<file path="src/rtl/pulse_burst_gen.sv">
// Burst transmitter: emits burst_len single-cycle pulses separated by GAP idle cycles, then strobes done.
// Optional feature macro: PULSE_BURST_ABORT_EN adds an 'abort' input that cancels a running burst without done.
module pulse_burst_gen #(
   parameter int CNT_W = 4,
   parameter int GAP   = 1,
   parameter int GAP_W = 8
) (
   input  logic             clk,
   input  logic             rst_n,
   input  logic             start,
   input  logic [CNT_W-1:0] burst_len,
`ifdef PULSE_BURST_ABORT_EN
   input  logic             abort,
`endif
   output logic             busy,
   output logic             pulse,
   output logic [CNT_W-1:0] remaining,
   output logic             done
);

   // state   | meaning
   // S_IDLE  | waiting for start; done cycle is also spent here
   // S_PULSE | pulse high this cycle
   // S_GAP   | low cycles between pulses, gap_q counts down to 0
   typedef enum logic [1:0] {S_IDLE, S_PULSE, S_GAP} state_t;

   localparam logic [GAP_W-1:0] GAP_LOAD = (GAP > 0) ? GAP_W'(GAP - 1) : '0;

   state_t             state_q, state_nx;
   logic [CNT_W-1:0]   rem_nx;
   logic [GAP_W-1:0]   gap_q, gap_nx;
   logic               done_nx, pulse_nx, busy_nx;
   logic               abort_hit;

`ifdef PULSE_BURST_ABORT_EN
   assign abort_hit = abort && (state_q != S_IDLE);
`else
   assign abort_hit = 1'b0;
`endif

   always_ff @(posedge clk or negedge rst_n) begin
      if (!rst_n) begin
         state_q   <= S_IDLE;
         remaining <= '0;
         gap_q     <= '0;
         done      <= 1'b0;
         pulse     <= 1'b0;
         busy      <= 1'b0;
      end else begin
         state_q   <= state_nx;
         remaining <= rem_nx;
         gap_q     <= gap_nx;
         done      <= done_nx;
         pulse     <= pulse_nx;
         busy      <= busy_nx;
      end
   end

   always_comb begin
      state_nx = state_q;
      rem_nx   = remaining;
      gap_nx   = gap_q;
      done_nx  = 1'b0;
      if (abort_hit) begin
         state_nx = S_IDLE;
         rem_nx   = '0;
         gap_nx   = '0;
      end else begin
         case (state_q)
            S_IDLE: begin
               if (start) begin
                  if (burst_len == '0) begin
                     done_nx = 1'b1;
                  end else begin
                     state_nx = S_PULSE;
                     rem_nx   = burst_len - CNT_W'(1);
                  end
               end
            end
            S_PULSE: begin
               if (remaining == '0) begin
                  state_nx = S_IDLE;
                  done_nx  = 1'b1;
               end else if (GAP == 0) begin
                  rem_nx = remaining - CNT_W'(1);
               end else begin
                  state_nx = S_GAP;
                  gap_nx   = GAP_LOAD;
               end
            end
            S_GAP: begin
               if (gap_q == '0) begin
                  state_nx = S_PULSE;
                  if (remaining != '0) rem_nx = remaining - CNT_W'(1);
               end else begin
                  gap_nx = gap_q - GAP_W'(1);
               end
            end
            default: state_nx = S_IDLE;
         endcase
      end
   end

   // Outputs are decoded from the next state so they land in flops alongside it.
   always_comb begin
      pulse_nx = (state_nx == S_PULSE);
      busy_nx  = (state_nx != S_IDLE);
   end

endmodule

</file>
<file path="config.mk">
export PLATFORM = sky130hd
export DESIGN_NAME = pulse_burst_gen
export DESIGN_NICKNAME = d
export VERILOG_FILES = /design/src/rtl/pulse_burst_gen.sv
export SDC_FILE = /design/constraint.sdc
export NUM_CORES = 1
export LEC_CHECK = 0
export CAP_MARGIN = 20
export CORE_MARGIN = 2
export CORE_UTILIZATION = 52
export DETAILED_ROUTE_END_ITERATION = 8
export GPL_TIMING_DRIVEN = 0
export PLACE_DENSITY_LB_ADDON = 0.2
export SLEW_MARGIN = 20
export SYNTH_ARGS = -nofsm -noshare
export SYNTH_HDL_FRONTEND = slang
export SYNTH_SLANG_ARGS = --single-unit
</file>
<file path="constraint.sdc">
create_clock -name clk -period 2.4 [get_ports clk]
set_input_delay 0.36 -clock clk [delete_from_list [all_inputs] [get_ports clk]]
set_output_delay 0.36 -clock clk [all_outputs]
set_load 0.005 [all_outputs]
</file>
==> summary.txt <==
status - finished clean
flop and latch count out of synthesis - 17
Period minus WS final - 2270 ps
global route overflow - 0
synth top area cells - dfrtp_1, xor2_1, nand3_1
Worst Setup Start Kind - flip-flop
Synth area leader - dfrtp_1
Critical Path RT - 2580 ps
Setup Skew - 2.44 ps
Hold Violations, Final - 0
share of the synthesized area in the top cell type - 43.6%
layout cells sized above 1 - 12.4%
full die area - 2240 um2
Post-CTS Resized - 0
reg2reg path depth - 7
largest fanout on the critical path - 9
n_diodes - 0
P_leak - 0.475 nW
global-route wire length before repair - 3150 um
num rows - 15
placed cell count - 134
Syn-to-layout area delta - 19.2%
CTS Hold Bufs - 0
wire per inst - 14.1 um
synth unique cells - 41
post-route clock period utilization - 94.7%
final setup fails - 0
FMAX - 440 MHz
placer congestion estimate - 0.778
clk_lat worst skew - 290 ps
routed via count - 817
Pins Over Slew Limit - 0
Critical Path Source - gap_q[0]
synthesized area per cell - 10.2 um2
share of flip-flops with an asynchronous set or reset - 100%
CTS Buffer Depth - 2
critical path arrival - 2450 ps
total CTS buffers - 3
CTS clk-pin slew, worst paths - 100 ps
syn nets - 105
initial antenna violation count - 0
crit end category - flip-flop
Tightest Pin Transition - 846 ps
EDFF count, synth - 0
# DRC - 0
reg-to-reg critical path endpoint - remaining[0]
I/O Pins - 14
Buf/Inv on CP - 2
Post-Layout Cell Count - 138
crit-path cells - inv_1 -> ha_1 -> or4b_4 -> buf_6 -> nor4_4 -> or2_4 -> mux2_4
most frequent cells in the layout - dfrtp_1, clkdlybuf4s50_1, nor2_1
initial core utilization - 55.9%
Worst Setup EP - remaining[0]
worst vdd ir - 673 uV
Hold WC Path Type - in2async
CTS sink cnt - 17
die width - 47.3 um
IO buf count - 13
setup repair bufs after CTS - 0
vias in the first global route - 734
relative slew slack - 43.1%
die height - 47.3 um
cell count after synthesis - 96
largest net degree at the start of global routing - 18
CTS tree - built
slack of the worst reg-to-reg path - 130 ps
slowest library cell on the worst path - or4b_4
maxcap violations - 0
Root Driver - clkbuf_4
CP max stage delay - 470 ps
FF-to-FF Start - gap_q[0]
TNS Setup - 0 ps
HPWL after DPL - 1490 um
Tot Pwr - 1.03 mW
RSZ-0062 raised after global routing - no
CP top delay family - simple AND/OR/NAND/NOR gates
Post-DRT Antenna Nets - 0
Crit. path cell count - 7
Tot GR Track Use - 19.9%
commonest non-fill, non-tap cell in the layout - dfrtp_1
Power Density - 883 nW/um2
initial DRC count - 4
core area - 1750 um2
register area share after synthesis - 43.6%
Post-Syn Area - 976 um2
synth warn - 0
Vias per Instance - 5.92
DR pass1 iterations - 4
H-tree levels - 1
Final nets - 123
WS Path Type - reg2reg
Synth Flop Type - dfrtp_1
Total Wirelength - 1940 um
## worst reg2reg max path, delay by kind of cell (launching register included)
family / cells / cell delay (ps)
adders and majority gates: 1 / 190
buffers and inverters: 2 / 220
DFF: 1 / 430
muxes: 1 / 290
and+or+nand+nor: 3 / 1030
## sequential cells by signal, indices dropped and copies added, names as in the netlist
name and cells:
busy 1, done 1, gap_q 8, pulse 1, remaining 4, state_q 2
## cell usage after synthesis, drive strengths merged (2+ instances only)
library cell / count
nor4: 3
nor3b: 3
o211ai: 4
nor2: 8
mux2i: 2
nand2: 2
ha: 2
or4: 2
clkbuf: 2
or2: 2
o21ai: 4
nor3: 5
inv: 3
or4b: 2
xor2: 5
a21oi: 2
nand3: 7
nand2b: 2
mux2: 2
buf: 2
dfrtp: 17
## worst min-delay path by stage
stage | from | endpoint | slack [ps] | cells after the start
CTS | rst_n | gap_q[7] | 520 | 1
global route | rst_n | gap_q[7] | 550 | 1
finish | rst_n | gap_q[7] | 500 | 1
floorplan | rst_n | busy | 60 | 0
detailed placement | gap_q[6] | gap_q[6] | 510 | 1
global placement | gap_q[6] | gap_q[6] | 500 | 1
## through the flow
stage                     cell area [um2]  utilization [%]  setup slack, ps  hold WS [ps]
after floorplan                       976                -              331          64.4
after global placement               1140             65.2              130           497
after detailed placement             1140             65.2              121           515
after CTS                            1160             66.7              149           524
after global routing                 1160             66.7             50.2           547
final                                1160             66.7              127           497
## metal layers
metal,global-route usage (%),share of wire [%],vias to the layer above
li1,-,-,396
met5,0,0,-
met2,28.4,46,15
met1,29.4,50,404
met3,5.38,3.7,2
met4,5.56,0.41,0
## power by group
group | internal, mW | total, mW | switching (mW)
clock | 0.0646 | 0.153 | 0.0888
sequential | 0.350 | 0.430 | 0.0796
combinational | 0.244 | 0.444 | 0.200
total | 0.659 | 1.03 | 0.369
## cell type report
type,count,area [um2]
plain buffers,4,23.8
clock buffers,4,26.3
fillers,157,582
inverters,3,11.3
multi-input cells,72,515
flip-flops and latches,17,425
well taps,25,31.3
repair buffers,13,130
## cells by family after synthesis
family	synth area share, %
buffers and inverters	3.59
multiplexers	4.74
XOR/XNOR	4.49
flip-flops	43.6
adder cells (fa/ha/maj)	2.56
AO/OA/AOI/OAI	14.1
AND/OR/NAND/NOR	26.9
No activity file was read; power rests on OpenSTA's default activity.
